File: config.mk
export PLATFORM = sky130hd
export DESIGN_NAME = mul_cell_arbiter_flat
export DESIGN_NICKNAME = d
export VERILOG_FILES = /design/src/rtl/mul_cell_arbiter_if.sv /design/src/rtl/mul_cell_arbiter.sv /design/src/flat_wrapper.sv
export SDC_FILE = /design/constraint.sdc
export NUM_CORES = 1
export LEC_CHECK = 0
export ABC_AREA = 1
export CORE_AREA = 3 3 121 123
export CTS_CLUSTER_DIAMETER = 40
export DETAILED_ROUTE_END_ITERATION = 8
export DIE_AREA = 0 0 124 126
export PLACE_DENSITY = 0.6
export RECOVER_POWER = 50
export SYNTH_ARGS = -nofsm -noshare
export SYNTH_HDL_FRONTEND = slang
export SYNTH_SLANG_ARGS = --single-unit
File: constraint.sdc
create_clock -name clk -period 1.7 [get_ports clk]
set_input_delay 0.34 -clock clk [delete_from_list [all_inputs] [get_ports clk]]
set_output_delay 0.34 -clock clk [all_outputs]
set_load 0.01 [all_outputs]
File: src/rtl/mul_cell_arbiter_if.sv
// Handshake bundles for mul_cell_arbiter: one per requester, plus the multiply/shift cell port.
// Requester bundle: request channel, response channel and the shared result data.

interface mul_req_if #(
    parameter int unsigned WIDTH = 32
);
    logic             valid;
    logic             ready;
    logic [1:0]       op;
    logic [1:0]       sign;
    logic [WIDTH-1:0] a;
    logic [WIDTH-1:0] b;
    logic             rsp_valid;
    logic             rsp_ready;
    logic [WIDTH-1:0] rsp_data;

    modport master (
        output valid, op, sign, a, b, rsp_ready,
        input  ready, rsp_valid, rsp_data
    );

    modport slave (
        input  valid, op, sign, a, b, rsp_ready,
        output ready, rsp_valid, rsp_data
    );
endinterface

// Port of the two-stage registered multiply/shift cell.
interface mul_cell_if #(
    parameter int unsigned WIDTH = 32
);
    logic [WIDTH-1:0] src1;
    logic [WIDTH-1:0] src2;
    logic             src1_signed;
    logic             src2_signed;
    logic             m_en;
    logic             a_en;
    logic             shift_right;
    logic             rotate;
    logic [WIDTH-1:0] result;

    modport master (
        output src1, src2, src1_signed, src2_signed, m_en, a_en, shift_right, rotate,
        input  result
    );

    modport slave (
        input  src1, src2, src1_signed, src2_signed, m_en, a_en, shift_right, rotate,
        output result
    );
endinterface

File: src/rtl/mul_cell_arbiter.sv
// Shares one two-stage multiply/shift cell between two valid/ready requesters,
// tracking in-flight ops by tag and stalling the whole pipe on response backpressure.

module mul_cell_arbiter #(
    parameter int unsigned WIDTH   = 32,
    parameter int unsigned SHAMT_W = 5,
    parameter bit          RR_EN   = 1'b1
) (
    input  logic       clk,
    input  logic       reset,
    mul_req_if.slave   req0,
    mul_req_if.slave   req1,
    mul_cell_if.master mc
);

    localparam logic [1:0] OP_MUL  = 2'b00;
    localparam logic [1:0] OP_SHR  = 2'b10;
    localparam logic [1:0] OP_ROTR = 2'b11;

    logic             vld_m;
    logic             vld_a;
    logic             tag_m;
    logic             tag_a;
    logic [1:0]       op_m;
    logic             rr_ptr;
    logic             advance;
    logic             rsp_ready_a;
    logic             grant_valid;
    logic             grant_id;
    logic [1:0]       sel_op;
    logic [1:0]       sel_sign;
    logic [WIDTH-1:0] sel_a;
    logic [WIDTH-1:0] sel_b;

    // Whole pipe holds while the head result waits on its owner.
    assign rsp_ready_a = tag_a ? req1.rsp_ready : req0.rsp_ready;
    assign advance     = !(vld_a && !rsp_ready_a);

    // Grant selection: contention resolved by rr_ptr (or req0 when fixed priority).
    always_comb begin
        grant_valid = 1'b0;
        grant_id    = 1'b0;
        if (advance && !reset) begin
            if (req0.valid && req1.valid) begin
                grant_valid = 1'b1;
                grant_id    = RR_EN & rr_ptr;
            end else if (req0.valid || req1.valid) begin
                grant_valid = 1'b1;
                grant_id    = req1.valid;
            end
        end
    end

    assign sel_op   = grant_id ? req1.op   : req0.op;
    assign sel_sign = grant_id ? req1.sign : req0.sign;
    assign sel_a    = grant_id ? req1.a    : req0.a;
    assign sel_b    = grant_id ? req1.b    : req0.b;

    // Issue stage: shifts become a multiply by a one-hot power of two.
    always_comb begin
        req0.ready     = grant_valid && !grant_id;
        req1.ready     = grant_valid && grant_id;
        mc.src1        = '0;
        mc.src2        = '0;
        mc.src1_signed = 1'b0;
        mc.src2_signed = 1'b0;
        if (grant_valid) begin
            mc.src1 = sel_a;
            if (sel_op == OP_MUL) begin
                mc.src2        = sel_b;
                mc.src1_signed = sel_sign[0];
                mc.src2_signed = sel_sign[1];
            end else begin
                mc.src2 = WIDTH'(1) << sel_b[SHAMT_W-1:0];
            end
        end
    end

    assign mc.m_en        = advance;
    assign mc.a_en        = advance;
    assign mc.shift_right = vld_m && ((op_m == OP_SHR) || (op_m == OP_ROTR));
    assign mc.rotate      = vld_m && (op_m == OP_ROTR);

    assign req0.rsp_valid = vld_a && !tag_a;
    assign req1.rsp_valid = vld_a && tag_a;
    assign req0.rsp_data  = mc.result;
    assign req1.rsp_data  = mc.result;

    // Pipeline tracking and round-robin pointer.
    always_ff @(posedge clk or posedge reset) begin
        if (reset) begin
            vld_m  <= 1'b0;
            vld_a  <= 1'b0;
            tag_m  <= 1'b0;
            tag_a  <= 1'b0;
            op_m   <= OP_MUL;
            rr_ptr <= 1'b0;
        end else if (advance) begin
            vld_m <= grant_valid;
            tag_m <= grant_id;
            op_m  <= sel_op;
            vld_a <= vld_m;
            tag_a <= tag_m;
            if (grant_valid) begin
                rr_ptr <= !grant_id;
            end
        end
    end

endmodule

File: src/flat_wrapper.sv
// flat-port wrapper written by rule: the top's interface ports become plain ports
module mul_cell_arbiter_flat 
#(
    parameter int unsigned WIDTH   = 32,
    parameter int unsigned SHAMT_W = 5,
    parameter bit          RR_EN   = 1'b1
)
  (clk, reset, req0_valid, req0_op, req0_sign, req0_a, req0_b, req0_rsp_ready, req0_ready, req0_rsp_valid, req0_rsp_data, req1_valid, req1_op, req1_sign, req1_a, req1_b, req1_rsp_ready, req1_ready, req1_rsp_valid, req1_rsp_data, mc_src1, mc_src2, mc_src1_signed, mc_src2_signed, mc_m_en, mc_a_en, mc_shift_right, mc_rotate, mc_result);
  mul_req_if #(.WIDTH(WIDTH)) req0_i ();
  mul_req_if #(.WIDTH(WIDTH)) req1_i ();
  mul_cell_if #(.WIDTH(WIDTH)) mc_i ();
  input  logic clk;
  input  logic reset;
  input wire logic [$bits(req0_i.valid)-1:0] req0_valid;
  input wire logic [$bits(req0_i.op)-1:0] req0_op;
  input wire logic [$bits(req0_i.sign)-1:0] req0_sign;
  input wire logic [$bits(req0_i.a)-1:0] req0_a;
  input wire logic [$bits(req0_i.b)-1:0] req0_b;
  input wire logic [$bits(req0_i.rsp_ready)-1:0] req0_rsp_ready;
  output wire logic [$bits(req0_i.ready)-1:0] req0_ready;
  output wire logic [$bits(req0_i.rsp_valid)-1:0] req0_rsp_valid;
  output wire logic [$bits(req0_i.rsp_data)-1:0] req0_rsp_data;
  input wire logic [$bits(req1_i.valid)-1:0] req1_valid;
  input wire logic [$bits(req1_i.op)-1:0] req1_op;
  input wire logic [$bits(req1_i.sign)-1:0] req1_sign;
  input wire logic [$bits(req1_i.a)-1:0] req1_a;
  input wire logic [$bits(req1_i.b)-1:0] req1_b;
  input wire logic [$bits(req1_i.rsp_ready)-1:0] req1_rsp_ready;
  output wire logic [$bits(req1_i.ready)-1:0] req1_ready;
  output wire logic [$bits(req1_i.rsp_valid)-1:0] req1_rsp_valid;
  output wire logic [$bits(req1_i.rsp_data)-1:0] req1_rsp_data;
  output wire logic [$bits(mc_i.src1)-1:0] mc_src1;
  output wire logic [$bits(mc_i.src2)-1:0] mc_src2;
  output wire logic [$bits(mc_i.src1_signed)-1:0] mc_src1_signed;
  output wire logic [$bits(mc_i.src2_signed)-1:0] mc_src2_signed;
  output wire logic [$bits(mc_i.m_en)-1:0] mc_m_en;
  output wire logic [$bits(mc_i.a_en)-1:0] mc_a_en;
  output wire logic [$bits(mc_i.shift_right)-1:0] mc_shift_right;
  output wire logic [$bits(mc_i.rotate)-1:0] mc_rotate;
  input wire logic [$bits(mc_i.result)-1:0] mc_result;
  assign req0_i.valid = req0_valid;
  assign req0_i.op = req0_op;
  assign req0_i.sign = req0_sign;
  assign req0_i.a = req0_a;
  assign req0_i.b = req0_b;
  assign req0_i.rsp_ready = req0_rsp_ready;
  assign req0_ready = req0_i.ready;
  assign req0_rsp_valid = req0_i.rsp_valid;
  assign req0_rsp_data = req0_i.rsp_data;
  assign req1_i.valid = req1_valid;
  assign req1_i.op = req1_op;
  assign req1_i.sign = req1_sign;
  assign req1_i.a = req1_a;
  assign req1_i.b = req1_b;
  assign req1_i.rsp_ready = req1_rsp_ready;
  assign req1_ready = req1_i.ready;
  assign req1_rsp_valid = req1_i.rsp_valid;
  assign req1_rsp_data = req1_i.rsp_data;
  assign mc_src1 = mc_i.src1;
  assign mc_src2 = mc_i.src2;
  assign mc_src1_signed = mc_i.src1_signed;
  assign mc_src2_signed = mc_i.src2_signed;
  assign mc_m_en = mc_i.m_en;
  assign mc_a_en = mc_i.a_en;
  assign mc_shift_right = mc_i.shift_right;
  assign mc_rotate = mc_i.rotate;
  assign mc_i.result = mc_result;
  mul_cell_arbiter #(.WIDTH(WIDTH), .SHAMT_W(SHAMT_W), .RR_EN(RR_EN)) u_core (.clk(clk), .reset(reset), .req0(req0_i), .req1(req1_i), .mc(mc_i));
endmodule
# --- Word-level counts from Yosys, hierarchy flattened ---
# Index checks and enable logic that the tools add are counted.
totals:
  ff_bits: 7
  input_bits: 174
  output_inout_bits: 138
  wordCells: 46
op_classes:
  eq_ne: 2
  shift: 1
  muxes: 18
  bitwise: 1
  reduce_logical: 18
op_table:
  columns: ["operator", "count"]
  rows:
  - ["32-bit 2-to-1 mux", 5]
  - ["1-bit by 5-bit << shifter with 32-bit output (first input constant)", 1]
  - ["1-bit 2-to-1 mux", 11]
  - ["1-bit logical AND", 9]
  - ["1-bit zero test", 5]
  - ["2-bit equality test (second input constant)", 2]
  - ["2-bit 2-to-1 mux", 2]
  - ["2-bit zero test", 1]
  - ["1-bit logical OR", 2]
  - ["2-bit AND reduction", 1]
  - ["1-bit inverter", 1]

# --- Longest topological paths before layout ---
logic_depth:
  depth_word: 10
  ltp_mapped: 13
  mapped_depth_nobuf: 11

# --- Least setup slack after synthesis ---
# No wires, ideal clock.
synth_timing:
  path_kind: "register to output"
  from: "register u_core.tag_a"
  to: "output mc_src2[10]"
  arrival_time_ps: 1593
  required_time_ps: 1360
  slack_ps: -233
  stages_incl_launch_ff: 11
  path_buffers: 1
  cell_sequence: "dfrtp_1 > inv_1 > nand2_1 > nand3_2 > nand3_2 > buf_6 > nand2_1 > nand2_2 > a21oi_1 > nand2_1 > a21oi_1"
synth_between:
  elab_chain_len: 10
  elab_cells_between_ends: 13
  classes_between: "shift: 1; mux: 7; reduce/logical: 5"
synth_lines:
  columns: ["item", "line", "source"]
  rows:
  - ["start: declaration", "mul_cell_arbiter.sv:23", "logic tag_a;"]
  - ["start signal: assignment", "mul_cell_arbiter.sv:103", "tag_a <= tag_m;"]
  - ["1-bit 2-to-1 mux (*)", "mul_cell_arbiter.sv:36", "assign rsp_ready_a = tag_a ? req1.rsp_ready : req0.rsp_ready;"]
  - ["1-bit zero test (*)", "mul_cell_arbiter.sv:37", "assign advance = !(vld_a && !rsp_ready_a);"]
  - ["1-bit logical AND (*)", "mul_cell_arbiter.sv:37", null]
  - ["1-bit zero test (*)", "mul_cell_arbiter.sv:37", null]
  - ["1-bit logical AND (*)", "mul_cell_arbiter.sv:43", "if (advance && !reset) begin"]
  - ["1-bit 2-to-1 mux", "mul_cell_arbiter.sv:43", null]
  - ["32-bit 2-to-1 mux / 2-bit 2-to-1 mux (equally long branches)", "mul_cell_arbiter.sv:57, mul_cell_arbiter.sv:54", null]
  - ["1-bit by 5-bit << shifter with 32-bit output / 2-bit zero test (equally long branches)", "mul_cell_arbiter.sv:74, mul_cell_arbiter.sv:69", null]
  - ["32-bit 2-to-1 mux", "mul_cell_arbiter.sv:69", "if (sel_op == OP_MUL) begin"]
  - ["32-bit 2-to-1 mux (*)", "mul_cell_arbiter.sv:67", "if (grant_valid) begin"]
  - ["end: declaration", "flat_wrapper.sv:33", "output wire logic [$bits(mc_i.src2)-1:0] mc_src2;"]
# Mark *: on every way between the ends. The rest lies on a longest branch, timed or not.

# --- Final worst setup path ---
layout_timing:
  from: "register u_core.tag_a"
  to: "output mc_src2[20]"
# The elaborated chain is that of the path after synthesis.

==> results.ini <==
[global_routing]
grt_overflow = 0
grt_pass1_vias = 3659
grt_pass1_wl_um = 20700
antenna_found_initial = 0
grt_max_degree = 23
track_usage_pct = 17.2

[clock_network]
cts_made_buffers = 3
root_buffer = clkbuf_16
cts_tree = yes
cts_hold_buffers = 0
clock_latency_ns = 0.23
cts-htree-levels = 1
clkTransAtPathRegs_ns = 0.04
clock_sinks = 7
cts_max_path_buffers = 2

[layout]
diodes = 0
areaGrowthSynthToFinish_pct = 130
fin_area_sq_um = 5380
nets = 801
drive_above_1_share_pct = 37.5

[synth]
ys_seq_elements = 7
ys_warn_count = 0
synth_top_family_by_area = simple AND/OR/NAND/NOR gates
synthSimpleGateAreaFrac_pct = 43.5
synth_area_leader_cell = nand2_1
yosysTopAreaCellShare_pct = 25.2
synthFlopType = dfrtp_1
synth_compound_area_share_pct = 18.4
yosysMostFrequentCell = nand2_1
postSynthCellCount = 419
syn-num-nets = 593
synthTopCellsByCount = 157 x nand2_1, 66 x buf_4, 34 x nor2_1
yosysSeqAreaShare_pct = 7.49
synth.area.top_cells = nand2_1 25%, buf_4 21%, a22o_1 12%, dfrtp_1 7.5%, nand3_1 6.2%
synth_fa_ha_area_share_pct = 0
synth_xor_area_share_pct = 0
syn_avg_cell_area_sq_um = 5.58
synthArstFlopShare_pct = 100
synthMuxAreaShare_pct = 0
syn_area_sq_um = 2340
yosysUniqueCellTypes = 23
synth_edf_count = 0

[die]
fp.dieH_um = 126
die_w_um = 124
coreArea_sq_um = 13800
pin_count = 312
fp-row-count = 43
start_util_pct = 17.0
die_area_sq_um = 15600

[worst_setup_path]
worstPathCellList = inv_1 -> nand2_2 -> nand3_4 -> nand3_4 -> buf_12 -> nand2_4 -> o21ai_4 -> buf_6 -> buf_4 -> a21oi_2 -> buf_6 -> nand2_2 -> a21oi_2 -> buf_2
critical_path.max_stage_delay_ns = 0.39
critPathMaxFanout = 6
worstPathArrival_ns = 2.19
crit_path_end_kind = primary output
worstSetupPathType = register to primary output
path_buf_inv = 6
cp-start-kind = register
cp_top_family = buffers and inverters
slowest_stage = dfrtp_1
cp.required_ns = 1.36

[placement]
dpl.hpwl_um = 11300
portBuffers = 215
gp_congestion = 0.827
placed_area_sq_um = 4510

[drt]
wl_per_cell_um = 18.1
vias = 3496
drc = 0
drt_iter0_drc = 68
drtPass1Iterations = 4
ant_nets = 0
via_per_inst = 4.34
routed_wl_um = 14600

[power]
power_uw = 3650
power.density_nw_per_um2 = 678
ir_drop_uv = 355
leakagePower_uw = 0.00254

[timing]
min_period_ns = 2.53
final-hold-violation-count = 0
final-setup-viol-count = 68
slew_headroom_pct = 80.6
drv_slew = 0
worst_slack_ns = -0.832
worst_pin_slew_ns = 0.290
finalCritPeriodShare_pct = 149
clock_skew_ns = 0.000145
max_freq_mhz = 395
rsz0062_at_grt = true

[outcome]
violations = setup timing
status = finished with violations

[min_path]
hp-class = input port to async pin

[flow_run]
max_cap_violations = 0

[tightest hold or removal path: stages]
cell	delay [ns]
dlygate4sd2_1	0.24
inv_2	0.10
buf_8	0.17
[cells in the final DEF (no fill, tap or decap), types with 9 or more instances in the layout]
cell type,instances
nor2_4,17
nand2_1,118
nor2_2,9
nand2_4,14
buf_6,34
nand3_4,9
buf_2,31
inv_1,20
a22o_1,31
nand2_2,31
nor2_1,10
a21oi_2,12
buf_4,37
clkdlybuf4s50_1,137
nand4_1,11
nand3_1,17
dlygate4sd2_1,28
[per-layer routing]
| metal | part of all wire [%] | wire (um) | GRT usage (%) | vias to the layer above |
|---|---|---|---|---|
| met5 | 0 | 0 | 0 | - |
| met4 | 1.3 | 187 | 3.22 | 0 |
| met3 | 8.8 | 1290 | 5.57 | 18 |
| met2 | 54 | 7890 | 32.6 | 194 |
| met1 | 36 | 5220 | 18.4 | 1573 |
| li1 | - | - | - | 1711 |
[logic make-up after synthesis]
family,count (synthesis)
buffers and inverters,113
AO/OA/AOI/OAI,56
flip-flops,7
AND/OR/NAND/NOR,243
[power breakdown]
group,switching [uW],internal (uW),total [uW],leakage (uW)
clock network,86.0,312,398,0.0000382
registers,46.6,240,287,0.0000858
logic,1470,1500,2960,0.00242
[final cells by class]
cell class / instances / area (sq um)
inverters: 26 / 115
well taps: 180 / 225
clock buffers: 4 / 78.8
multi-input cells: 299 / 1980
fillers: 1433 / 8390
flip-flops and latches: 7 / 175
repair buffers: 290 / 2810
[state kept, by name, summed over array words and instances, names as in the netlist]
register,flops
u_core.tag_m,1
u_core.op_m,2
u_core.vld_a,1
u_core.rr_ptr,1
u_core.vld_m,1
u_core.tag_a,1
[final timing paths]
check	from	end	slack (ns)	cells after the start
hold reg to reg	u_core.vld_m	u_core.vld_a	0.49	2
min in group clk	req1_rsp_ready	u_core.tag_a	0.48	2
hold / removal	reset	u_core.rr_ptr	0.28	3
setup / recovery	u_core.tag_a	mc_src2[20]	-0.83	14
setup reg to reg	u_core.tag_a	u_core.op_m[1]	0.04	10
max in group asynchronous	reset	u_core.op_m[1]	1.29	3
[timing repair]
item / CTS / global route
pin swaps: 37 / 34
gates resized for setup: 297 / 77
buffers inserted: 30 / 9
gates cloned: 2 / 1
setup endpoints to repair: 70 / 73
[per-stage QoR]
step | setup TNS, ns | worst slack (ns) | hold WS (ns) | util, % | instances
2_1_floorplan | -8.48 | -0.193 | 0.153 | - | 419
3_3_place_gp | -86.92 | -1.42 | 0.462 | 32.7 | 762
3_5_place_dp | -90.17 | -1.47 | 0.468 | 32.7 | 762
4_1_cts | -47.43 | -0.810 | 0.283 | 36.9 | 798
5_1_grt | -52.28 | -0.941 | 0.304 | 39.1 | 806
6_report | -45.14 | -0.832 | 0.283 | 39.1 | 806
(Power assumes the default switching activity.)
